### config.mk
export PLATFORM = sky130hd
export DESIGN_NAME = rpsc_annunciator_ctrl
export DESIGN_NICKNAME = d
export VERILOG_FILES = /design/src/rtl/rpsc_ann_pkg.sv /design/src/rtl/rpsc_ann_channel.sv /design/src/rtl/rpsc_annunciator_ctrl.sv
export SDC_FILE = /design/constraint.sdc
export NUM_CORES = 1
export LEC_CHECK = 0
export BUFFER_PORTS_ARGS = -buffer_cell sky130_fd_sc_hd__buf_4
export CAP_MARGIN = 0
export CORE_AREA = 3 3 132 96
export CTS_CLUSTER_SIZE = 12
export DETAILED_ROUTE_END_ITERATION = 6
export DIE_AREA = 0 0 135 99
export PLACE_DENSITY = 0.62
export SKIP_CTS_REPAIR_TIMING = 1
export SLEW_MARGIN = 20
export SYNTH_ARGS = -nofsm -noshare
export SYNTH_HDL_FRONTEND = slang
export SYNTH_SLANG_ARGS = --single-unit
### constraint.sdc
create_clock -name clk -period 3.5 [get_ports clk]
set_input_delay 0.7 -clock clk [delete_from_list [all_inputs] [get_ports clk]]
set_output_delay 0.7 -clock clk [all_outputs]
set_load 0.005 [all_outputs]
### src/rtl/rpsc_ann_pkg.sv
// Shared types for the RPSC annunciator: per-channel state and lamp-test sequencer state.
// No logic; pure type definitions.
// Imported by the channel sub-module and the top level.
package rpsc_ann_pkg;

  typedef enum logic [1:0] {
    ANN_NORMAL,
    ANN_ALARM,
    ANN_ACKED
  } ann_state_t;

  typedef enum logic [1:0] {
    LT_IDLE,
    LT_WALK,
    LT_ALL
  } lt_state_t;

endpackage

### src/rtl/rpsc_ann_channel.sv
// One trip channel: 2-FF sync, run-length filter, alarm/ack/reset FSM, latch and lamp drive.
// Latency: trip_latch rises FILT_CYC+3 edges after a stable trip_raw rise.
// No backpressure; ack/rst are single-cycle pulses from the top level.
module rpsc_ann_channel
  import rpsc_ann_pkg::*;
#(
  parameter int FILT_CYC = 4
) (
  input  logic clk,
  input  logic reset_n,
  input  logic trip_raw,
  input  logic ack,
  input  logic rst,
  input  logic flash_phase,
  output logic trip_latch,
  output logic lamp,
  output logic enter_alarm,
  output logic alarm_next,
  output logic active
);

  localparam int CNT_W = $clog2(FILT_CYC + 1);

  logic             sync1;
  logic             sync2;
  logic [CNT_W-1:0] run_cnt;
  logic             trip_q;
  ann_state_t       state;
  ann_state_t       state_nxt;

  // Synchronize the raw trip and qualify it with a saturating run counter.
  always_ff @(posedge clk) begin
    if (!reset_n) begin
      sync1   <= 1'b0;
      sync2   <= 1'b0;
      run_cnt <= '0;
      trip_q  <= 1'b0;
    end else begin
      sync1 <= trip_raw;
      sync2 <= sync1;
      if (sync2) begin
        if (run_cnt < CNT_W'(FILT_CYC - 1)) begin
          run_cnt <= run_cnt + 1'b1;
        end
        // Counter value is the number of earlier consecutive highs; this edge makes one more.
        trip_q <= (run_cnt >= CNT_W'(FILT_CYC - 1));
      end else begin
        run_cnt <= '0;
        trip_q  <= 1'b0;
      end
    end
  end

  // Channel state register.
  always_ff @(posedge clk) begin
    if (!reset_n) begin
      state <= ANN_NORMAL;
    end else begin
      state <= state_nxt;
    end
  end

  // Next-state logic; ack has priority in ALARM, rst only clears a dropped trip in ACKED.
  always_comb begin
    state_nxt = state;
    case (state)
      ANN_NORMAL: if (trip_q)          state_nxt = ANN_ALARM;
      ANN_ALARM:  if (ack)             state_nxt = ANN_ACKED;
      ANN_ACKED:  if (rst && !trip_q)  state_nxt = ANN_NORMAL;
      default:                         state_nxt = ANN_NORMAL;
    endcase
  end

  // Latch and lamp are registered from the next state so they move on the same edge as state.
  always_ff @(posedge clk) begin
    if (!reset_n) begin
      trip_latch <= 1'b0;
      lamp       <= 1'b0;
    end else begin
      trip_latch <= (state_nxt != ANN_NORMAL);
      case (state_nxt)
        ANN_ALARM: lamp <= flash_phase;
        ANN_ACKED: lamp <= 1'b1;
        default:   lamp <= 1'b0;
      endcase
    end
  end

  assign enter_alarm = (state == ANN_NORMAL) && (state_nxt == ANN_ALARM);
  assign alarm_next  = (state_nxt == ANN_ALARM);
  assign active      = (state != ANN_NORMAL);

endmodule

### src/rtl/rpsc_annunciator_ctrl.sv
// RPSC annunciator: N_CH trip channels, flash timebase, button pulses, horn, first-out, optional lamp test.
// Latency: latch/lamp/horn/first-out registered on the state edge; buttons act 3 edges after a press.
// No backpressure. Optional lamp test is built only when RPSC_LAMP_TEST_EN is defined.
module rpsc_annunciator_ctrl
  import rpsc_ann_pkg::*;
#(
  parameter int N_CH      = 8,
  parameter int FILT_CYC  = 4,
  parameter int FLASH_DIV = 25_000_000
`ifdef RPSC_LAMP_TEST_EN
  ,
  parameter int LT_STEP   = 50_000_000
`endif
) (
  input  logic                    clk,
  input  logic                    reset_n,
  input  logic [N_CH-1:0]         trip_in,
  input  logic                    ack_btn,
  input  logic                    rst_btn,
`ifdef RPSC_LAMP_TEST_EN
  input  logic                    lamp_test_btn,
`endif
  output logic [N_CH-1:0]         trip_latch_out,
  output logic [N_CH-1:0]         lamp_out,
  output logic                    horn_out,
  output logic                    first_vld,
  output logic [$clog2(N_CH)-1:0] first_idx
);

  localparam int IDX_W = $clog2(N_CH);
  localparam int FL_W  = $clog2(FLASH_DIV);
`ifdef RPSC_LAMP_TEST_EN
  localparam int NB    = 3;
`else
  localparam int NB    = 2;
`endif

  logic [NB-1:0]    btn_raw;
  logic [NB-1:0]    btn_s1;
  logic [NB-1:0]    btn_s2;
  logic [NB-1:0]    btn_s3;
  logic [NB-1:0]    btn_pulse;
  logic [FL_W-1:0]  flash_cnt;
  logic             flash_phase;
  logic [N_CH-1:0]  ch_lamp;
  logic [N_CH-1:0]  enter;
  logic [N_CH-1:0]  alarm_nxt;
  logic [N_CH-1:0]  active;
  logic [IDX_W-1:0] low_idx;
  logic             all_normal;

`ifdef RPSC_LAMP_TEST_EN
  assign btn_raw = {lamp_test_btn, rst_btn, ack_btn};
`else
  assign btn_raw = {rst_btn, ack_btn};
`endif

  // Synchronize operator buttons and keep one extra stage for rising-edge detection.
  always_ff @(posedge clk) begin
    if (!reset_n) begin
      btn_s1 <= '0;
      btn_s2 <= '0;
      btn_s3 <= '0;
    end else begin
      btn_s1 <= btn_raw;
      btn_s2 <= btn_s1;
      btn_s3 <= btn_s2;
    end
  end

  assign btn_pulse = btn_s2 & ~btn_s3;

  // Free-running flash timebase; phase flips every FLASH_DIV cycles.
  always_ff @(posedge clk) begin
    if (!reset_n) begin
      flash_cnt   <= '0;
      flash_phase <= 1'b0;
    end else if (flash_cnt == FL_W'(FLASH_DIV - 1)) begin
      flash_cnt   <= '0;
      flash_phase <= ~flash_phase;
    end else begin
      flash_cnt <= flash_cnt + 1'b1;
    end
  end

  for (genvar g = 0; g < N_CH; g++) begin : g_ch
    rpsc_ann_channel #(
      .FILT_CYC (FILT_CYC)
    ) u_ch (
      .clk         (clk),
      .reset_n     (reset_n),
      .trip_raw    (trip_in[g]),
      .ack         (btn_pulse[0]),
      .rst         (btn_pulse[1]),
      .flash_phase (flash_phase),
      .trip_latch  (trip_latch_out[g]),
      .lamp        (ch_lamp[g]),
      .enter_alarm (enter[g]),
      .alarm_next  (alarm_nxt[g]),
      .active      (active[g])
    );
  end

  // Horn follows the OR of channels that will be in ALARM after this edge.
  always_ff @(posedge clk) begin
    if (!reset_n) begin
      horn_out <= 1'b0;
    end else begin
      horn_out <= |alarm_nxt;
    end
  end

  // Lowest-numbered channel entering ALARM this cycle.
  always_comb begin
    low_idx = '0;
    for (int i = N_CH - 1; i >= 0; i--) begin
      if (enter[i]) low_idx = IDX_W'(i);
    end
  end

  assign all_normal = ~|active;

  // First-out: capture only from an all-quiet card; clears the cycle after all return to NORMAL.
  always_ff @(posedge clk) begin
    if (!reset_n) begin
      first_vld <= 1'b0;
      first_idx <= '0;
    end else if (all_normal && |enter) begin
      first_vld <= 1'b1;
      first_idx <= low_idx;
    end else if (all_normal) begin
      first_vld <= 1'b0;
      first_idx <= '0;
    end
  end

`ifdef RPSC_LAMP_TEST_EN
  localparam int LT_W = $clog2(LT_STEP);

  lt_state_t        lt_state;
  lt_state_t        lt_nxt;
  logic [LT_W-1:0]  lt_cnt;
  logic [LT_W-1:0]  lt_cnt_nxt;
  logic [IDX_W-1:0] lt_idx;
  logic [IDX_W-1:0] lt_idx_nxt;
  logic [N_CH-1:0]  lt_pat;
  logic [N_CH-1:0]  lt_pat_nxt;
  logic             step_done;

  assign step_done = (lt_cnt == LT_W'(LT_STEP - 1));

  // Lamp-test state, step counter and forced pattern registers.
  always_ff @(posedge clk) begin
    if (!reset_n) begin
      lt_state <= LT_IDLE;
      lt_cnt   <= '0;
      lt_idx   <= '0;
      lt_pat   <= '0;
    end else begin
      lt_state <= lt_nxt;
      lt_cnt   <= lt_cnt_nxt;
      lt_idx   <= lt_idx_nxt;
      lt_pat   <= lt_pat_nxt;
    end
  end

  // Walk one lamp at a time, then all lamps; any new alarm aborts. horn_out mirrors current ALARMs.
  always_comb begin
    lt_nxt     = lt_state;
    lt_cnt_nxt = step_done ? '0 : lt_cnt + 1'b1;
    lt_idx_nxt = lt_idx;
    case (lt_state)
      LT_IDLE: begin
        lt_cnt_nxt = '0;
        if (btn_pulse[2] && !horn_out) lt_nxt = LT_WALK;
      end
      LT_WALK: begin
        if (step_done) begin
          if (lt_idx == IDX_W'(N_CH - 1)) lt_nxt = LT_ALL;
          else                            lt_idx_nxt = lt_idx + 1'b1;
        end
      end
      LT_ALL:  if (step_done) lt_nxt = LT_IDLE;
      default: lt_nxt = LT_IDLE;
    endcase
    if (|enter) lt_nxt = LT_IDLE;
    if (lt_nxt == LT_IDLE) begin
      lt_cnt_nxt = '0;
      lt_idx_nxt = '0;
    end
    case (lt_nxt)
      LT_WALK: lt_pat_nxt = N_CH'(1) << lt_idx_nxt;
      LT_ALL:  lt_pat_nxt = '1;
      default: lt_pat_nxt = '0;
    endcase
  end

  assign lamp_out = (lt_state != LT_IDLE) ? lt_pat : ch_lamp;
`else
  assign lamp_out = ch_lamp;
`endif

endmodule

==> Word-level counts from Yosys, hierarchy flattened <==
Cells that the tools add are included.
{ "word_totals": {"register_bits": 117, "output_inout_bits": 21, "word_cells": 241} }
{ "classes": {"bitwise_logic": 4, "order_cmp": 16, "n_mux": 52, "n_addsub": 9, "n_eq_ne": 34, "reduce_logical": 62} }
{ "op_table": {"columns": ["cell", "count"], "rows": [
  ["2-bit 2-to-1 mux", 24],
  ["2-bit case mux with 3 select lines", 8],
  ["2-bit by 1-bit == test with 1-bit output, second input constant", 16],
  ["2-bit == test, second input constant", 16],
  ["2-bit nonzero test", 16],
  ["3-bit 2-to-1 mux", 10],
  ["25-bit by 1-bit adder with 25-bit output, second input constant", 1],
  ["25-bit == test, second input constant", 1],
  ["3-bit by 1-bit adder with 3-bit output, second input constant", 8],
  ["3-bit by 2-bit >= comparator with 1-bit output, second input constant", 8],
  ["3-bit by 2-bit < comparator with 1-bit output, second input constant", 8],
  ["8-bit OR reduction", 3],
  ["1-bit logical AND", 17],
  ["2-bit logical NOT", 8],
  ["1-bit case mux with 2 select lines", 8],
  ["2-bit AND reduction", 8],
  ["1-bit logical NOT", 9],
  ["2-bit bitwise AND", 1],
  ["1-bit 2-to-1 mux", 2],
  ["2-bit by 1-bit != test with 1-bit output, second input constant", 1],
  ["1-bit inverter", 2],
  ["2-bit inverter", 1],
  ["2-bit OR reduction", 1]
]} }

==> Depth between registers and ports, before layout <==
{ "depth": {"word_depth": 16, "mapped_depth": 9} }

==> Hierarchy <==
A second synthesis with hierarchy kept.
{ "hier_totals": {"cells_unflattened": 566, "area_unflattened_um2": 5136.2} }
{ "modules_own_cells": {"columns": ["mod", "cells_per_inst", "area_each_um2", "instances"], "rows": [
  ["rpsc_ann_channel", 47, 435.4, 8],
  ["rpsc_annunciator_ctrl", 190, 1652.8, 1]
]} }

==> Worst setup path after synthesis <==
Ideal clock, no wire load.
{ "synth_timing": {"path_kind": "reg2reg", "startpoint": "register btn_s2[0]", "endpoint": "register first_idx[2]", "path_slack_ns": 1.028, "path_stages_with_launch": 10, "synth_period_minus_slack_ns": 2.472, "n_path_buf": 1, "t_arrival_ns": 2.402, "path_cell_list": "dfxtp_1 > nor2b_1 > clkbuf_1 > nand2_1 > mux2_2 > ha_1 > nor3b_1 > nor4_1 > or3b_2 > a21oi_1"} }
{ "synth_between": {"elab_chain_len": 14, "word_cells_on_any_way": 45} }
{ "synth_rtl": {"columns": ["element", "line", "text"], "rows": [
  ["start, declared", "rpsc_annunciator_ctrl.sv:40", "logic [NB-1:0] btn_s2;"],
  ["start signal, assigned", "rpsc_annunciator_ctrl.sv:66", "btn_s2 <= btn_s1;"],
  ["2-bit bitwise AND (*)", "rpsc_annunciator_ctrl.sv:71", "assign btn_pulse = btn_s2 & ~btn_s3;"],
  ["2-bit 2-to-1 mux", "rpsc_ann_channel.sv:68", "ANN_ALARM: if (ack) state_nxt = ANN_ACKED;"],
  ["2-bit case mux with 3 select lines", "rpsc_ann_channel.sv:66", "case (state)"],
  ["2-bit by 1-bit == test with 1-bit output", "rpsc_ann_channel.sv:89", "assign enter_alarm = (state == ANN_NORMAL) && (state_nxt == ANN_ALARM);"],
  ["1-bit logical AND", "rpsc_ann_channel.sv:89", null],
  ["3-bit 2-to-1 mux (8 in series)", "rpsc_annunciator_ctrl.sv:117", "if (enter[i]) low_idx = IDX_W'(i);"],
  ["3-bit 2-to-1 mux", "rpsc_annunciator_ctrl.sv:128", "end else if (all_normal && |enter) begin"],
  ["end signal, assigned", "rpsc_annunciator_ctrl.sv:130", "first_idx <= low_idx;"],
  ["end, declared", "rpsc_annunciator_ctrl.sv:27", "output logic [$clog2(N_CH)-1:0] first_idx"]
]} }
Mark *: on every way between the ends. The rest lies on a longest branch, timed or not.
A chain may end at the register's enable or synchronous reset.

==> Worst setup path after layout <==
{ "layout_timing": {"startpoint": "register btn_s3[1]", "endpoint": "register first_idx[1]"} }
{ "layout_between": {"word_cells_on_any_way": 54} }
{ "layout_rtl": {"columns": ["element", "line", "text"], "rows": [
  ["start, declared", "rpsc_annunciator_ctrl.sv:41", "logic [NB-1:0] btn_s3;"],
  ["start signal, assigned", "rpsc_annunciator_ctrl.sv:67", "btn_s3 <= btn_s2;"],
  ["2-bit inverter (*)", "rpsc_annunciator_ctrl.sv:71", null],
  ["2-bit bitwise AND (*)", "rpsc_annunciator_ctrl.sv:71", null],
  ["1-bit logical AND (*)", "rpsc_ann_channel.sv:69", "ANN_ACKED: if (rst && !trip_q) state_nxt = ANN_NORMAL;"],
  ["2-bit 2-to-1 mux (*)", "rpsc_ann_channel.sv:69", null],
  ["2-bit case mux with 3 select lines (*)", "rpsc_ann_channel.sv:66", null],
  ["net g_ch[6].u_ch.state_nxt[1]", "rpsc_ann_channel.sv:29", "ann_state_t state_nxt;"],
  ["2-bit by 1-bit == test with 1-bit output (*)", "rpsc_ann_channel.sv:89", null],
  ["1-bit logical AND (*)", "rpsc_ann_channel.sv:89", null],
  ["3-bit 2-to-1 mux (7 in series)", "rpsc_annunciator_ctrl.sv:117", null],
  ["3-bit 2-to-1 mux", "rpsc_annunciator_ctrl.sv:128", null]
]} }
Mark *: on every way through the listed nets, which the timed path passes. The rest lies on a longest branch.

==> flow_metrics.py <==
metrics = {
    "worst_setup_path": {
        "regToRegStartpoint": "btn_s3[1]$_SDFF_PN0_",
        "rrSetupSlack_ps": 810,
        "cpMaxStageDelayCell": "or3b_2",
        "path_cells": "nand2b_1, o21ai_0, o21ai_0, inv_1, ha_1, or3b_2, a211o_1, a2111o_1, a21oi_1",
        "r2r-end": "first_idx[1]$_SDFFE_PN0P_",
        "cp.required_ps": 3830,
        "critical_path_class": "reg2reg",
        "crit_top_cell": "o21ai_0",
        "startpoint": "btn_s3[1]$_SDFF_PN0_",
        "path_max_fanout": 8,
        "slowest_delay_ps": 470,
        "worstSetupEndpointType": "register",
        "r2r_cells": 9,
        "crit_arrival_ps": 3020,
        "start_kind": "register",
    },
    "floorplan": {
        "core.rowCount": 33,
        "initial_core_util": 0.443,
        "io_pins": 33,
        "design.die.area_mm2": 0.0134,
        "dieHeight_um": 99,
        "fp.dieW_um": 135,
        "core-area_mm2": 0.0115,
    },
    "sta": {
        "fmax_mhz": 372,
        "setup_tns_ps": 0,
        "fin_skew_ps": 11.4,
        "slew_headroom": 0.620,
        "period_share": 0.768,
        "drv_slew": 0,
        "hold_viol": 0,
        "period_minus_slack_ps": 2690,
        "setup_viol_count_final": 0,
        "rsz0062_at_grt": "no",
        "tightest_slew_ps": 569,
    },
    "placement": {
        "portBuffers": 32,
        "place_hpwl_mm": 6.97,
        "gp_congestion": 0.843,
    },
    "drt": {
        "top_layer_used": "met4",
        "wl_met3_um": 480,
        "dr_total_vias": 3863,
        "drt-met1-wl_mm": 5.09,
        "post_drt_wl_per_cell_um": 13.3,
        "drt_iter0_drc": 189,
        "dr_wl_met2_mm": 4.45,
        "drtPass1Iterations": 4,
        "wirelength_mm": 10.1,
        "drcViolationCount": 0,
        "antenna_left": 0,
        "via_per_inst": 5.07,
    },
    "logic_synthesis": {
        "synth_edf_count": 0,
        "synth_top_area_share": 0.459,
        "synth_common_cells": "dfxtp_1, nor2_1, ha_1",
        "synth-seq-area-share": 0.459,
        "netlist_top_cells_area": "dfxtp_1, ha_1, nor2_1",
        "synth_async_sr_flop_share": 0,
        "synth_cell_types": 47,
        "synth_flop_cell": "dfxtp_1",
        "syn_inst": 567,
        "synth_seq_cells": 117,
        "synth.most_common_cell": "dfxtp_1",
        "syn_nets": 620,
        "syn-cell-area_mm2": 0.00510,
        "synth_top_cell_by_area": "dfxtp_1",
        "yosysWarnings": 0,
        "syn_area_per_cell_um2": 9.00,
    },
    "final_layout": {
        "layout.nets": 645,
        "fill_cells": 1054,
        "drive_above_1_share": 0.136,
        "syn_to_final_growth_pct": 16.7,
        "diodes": 0,
    },
    "status": {
        "run_status": "finished clean",
    },
    "hold_path": {
        "min_path_type": "reg2reg",
        "whs_path_depth": 1,
        "min_from": "g_ch[2].u_ch.sync1$_SDFF_PN0_",
        "whs_endpoint": "g_ch[2].u_ch.sync2$_SDFF_PN0_",
    },
    "pwr": {
        "p_leak_nw": 2.24,
        "combinationalPowerShare": 0.018,
        "pwr_density_cell_mw_per_mm2": 511,
        "clkPwrFrac": 0.535,
        "p_sw_frac": 0.221,
        "finalPower_mw": 3.04,
        "vdd_drop_max_v": 0.000309,
        "p_int_mw": 2.37,
        "p_sw_mw": 0.674,
        "seqPwrFrac": 0.446,
    },
    "global_route": {
        "overflow": 0,
        "grt_pass1_wl_mm": 17.1,
        "antenna_found_initial": 0,
        "grt_pass1_vias": 3608,
        "grt_max_degree": 41,
        "grt_use_total": 0.160,
    },
    "clock_network": {
        "numCtsBuffers": 17,
        "clkSlewWorstSetupHoldPaths_ps": 50,
        "clock-root-buffer": "clkbuf_16",
        "cts_max_level": 4,
        "cts.sinks": 117,
        "cts_buffer_depth": 2,
        "tritoncts": "yes",
        "clk_latency_ps": 410,
    },
    "flow_run": {
        "drv_cap": 0,
    },
}
-- per-stage QoR --
stage	utilization	cell area (um2)	setup WS, ps	hold WS, ps	cells
floorplan	-	5100	1030	412	567
finish	0.517	5960	812	432	762
detailed placement	0.468	5390	837	421	730
CTS	0.517	5960	809	434	762
global placement	0.468	5390	897	413	730
global route	0.517	5960	659	455	762
-- logic make-up (layout without fill, tap and decap cells) --
kind of cell             after synthesis  in the layout  share of synthesized area
AO/OA/AOI/OAI                        103            103                      0.124
XOR/XNOR                              11             11                     0.0189
adder cells (fa/ha/maj)               41             41                      0.100
buffers and inverters                 60             98                     0.0576
flip-flops                           117            117                      0.459
multiplexers                           3              3                    0.00662
AND/OR/NAND/NOR                      232            232                      0.233
-- cell usage in the layout (no fill, tap or decap), types with 2 or more instances in the layout --
cell type     n
xnor2_1       9
buf_4        36
and3_1        3
ha_1         41
xor2_1        2
o21bai_1      3
nand4_1       3
clkinv_2      2
a21oi_2       2
a21oi_1      39
dfxtp_1     117
or4_4         3
nor2b_1       5
inv_6         3
o31ai_1       6
o21ai_0      22
a211oi_1     20
clkinvlp_4    7
mux2_2        3
nor3_1       14
nor2_1       83
inv_1        30
clkbuf_16    17
or4_1         6
nand2b_1      8
and2_1       27
nand2_1      35
or3_1         6
or3b_2        3
nor4_1       11
nor3b_1      12
nand3_1       8
-- how the worst max path moves through the flow --
| stage | endpoint | depth (start not counted) |
|---|---|---|
| global route | first_idx[1]$_SDFFE_PN0P_ | 9 |
| floorplan | first_idx[2]$_SDFFE_PN0P_ | 9 |
| finish | first_idx[1]$_SDFFE_PN0P_ | 9 |
| CTS | first_idx[1]$_SDFFE_PN0P_ | 9 |
| detailed placement | first_idx[1]$_SDFFE_PN0P_ | 9 |
| global placement | first_idx[1]$_SDFFE_PN0P_ | 9 |
-- sequential cells by signal, summed over array words and instances (netlist names) --
register	cells
btn_s1	2
btn_s2	2
btn_s3	2
first_idx	3
first_vld	1
flash_cnt	25
flash_phase	1
g_ch.u_ch.lamp	8
g_ch.u_ch.run_cnt	24
g_ch.u_ch.state	16
g_ch.u_ch.sync1	8
g_ch.u_ch.sync2	8
g_ch.u_ch.trip_latch	8
g_ch.u_ch.trip_q	8
horn_out	1
-- worst max-delay path, delay by kind of cell (launching register included) --
family / cells / cell delay (ps)
AO/OA/AOI/OAI: 5 / 1220
AND/OR/NAND/NOR: 2 / 770
flip-flops: 1 / 290
adder cells (fa/ha/maj): 1 / 210
buffers and inverters: 1 / 120
-- layer usage --
metal	GRT usage	vias to the layer above
li1	-	1995
met1	0.216	1795
met2	0.245	67
met3	0.0526	6
met4	0.0465	0
met5	0	-
-- power groups by stage --
stage	combinational, mW	clock (mW)	sequential (mW)
finish	0.0560	1.63	1.36
global route	0.0633	1.74	1.36
global placement	0.0549	0	1.39
CTS	0.0572	1.68	1.36
floorplan	0.0351	0	1.39
detailed placement	0.0572	0	1.39
-- cell type report --
type / count / area [um2] / area share
Multi-Input combinational cell: 390 / 2470 / 0.414
Inverter: 30 / 113 / 0.0189
Timing Repair Buffer: 36 / 270 / 0.0454
Sequential cell: 117 / 2340 / 0.393
Clock inverter: 14 / 128 / 0.0214
Tap cell: 157 / 196 / 0.0330
Clock buffer: 18 / 439 / 0.0737
Note: power is estimated with default switching activity, not from simulation.
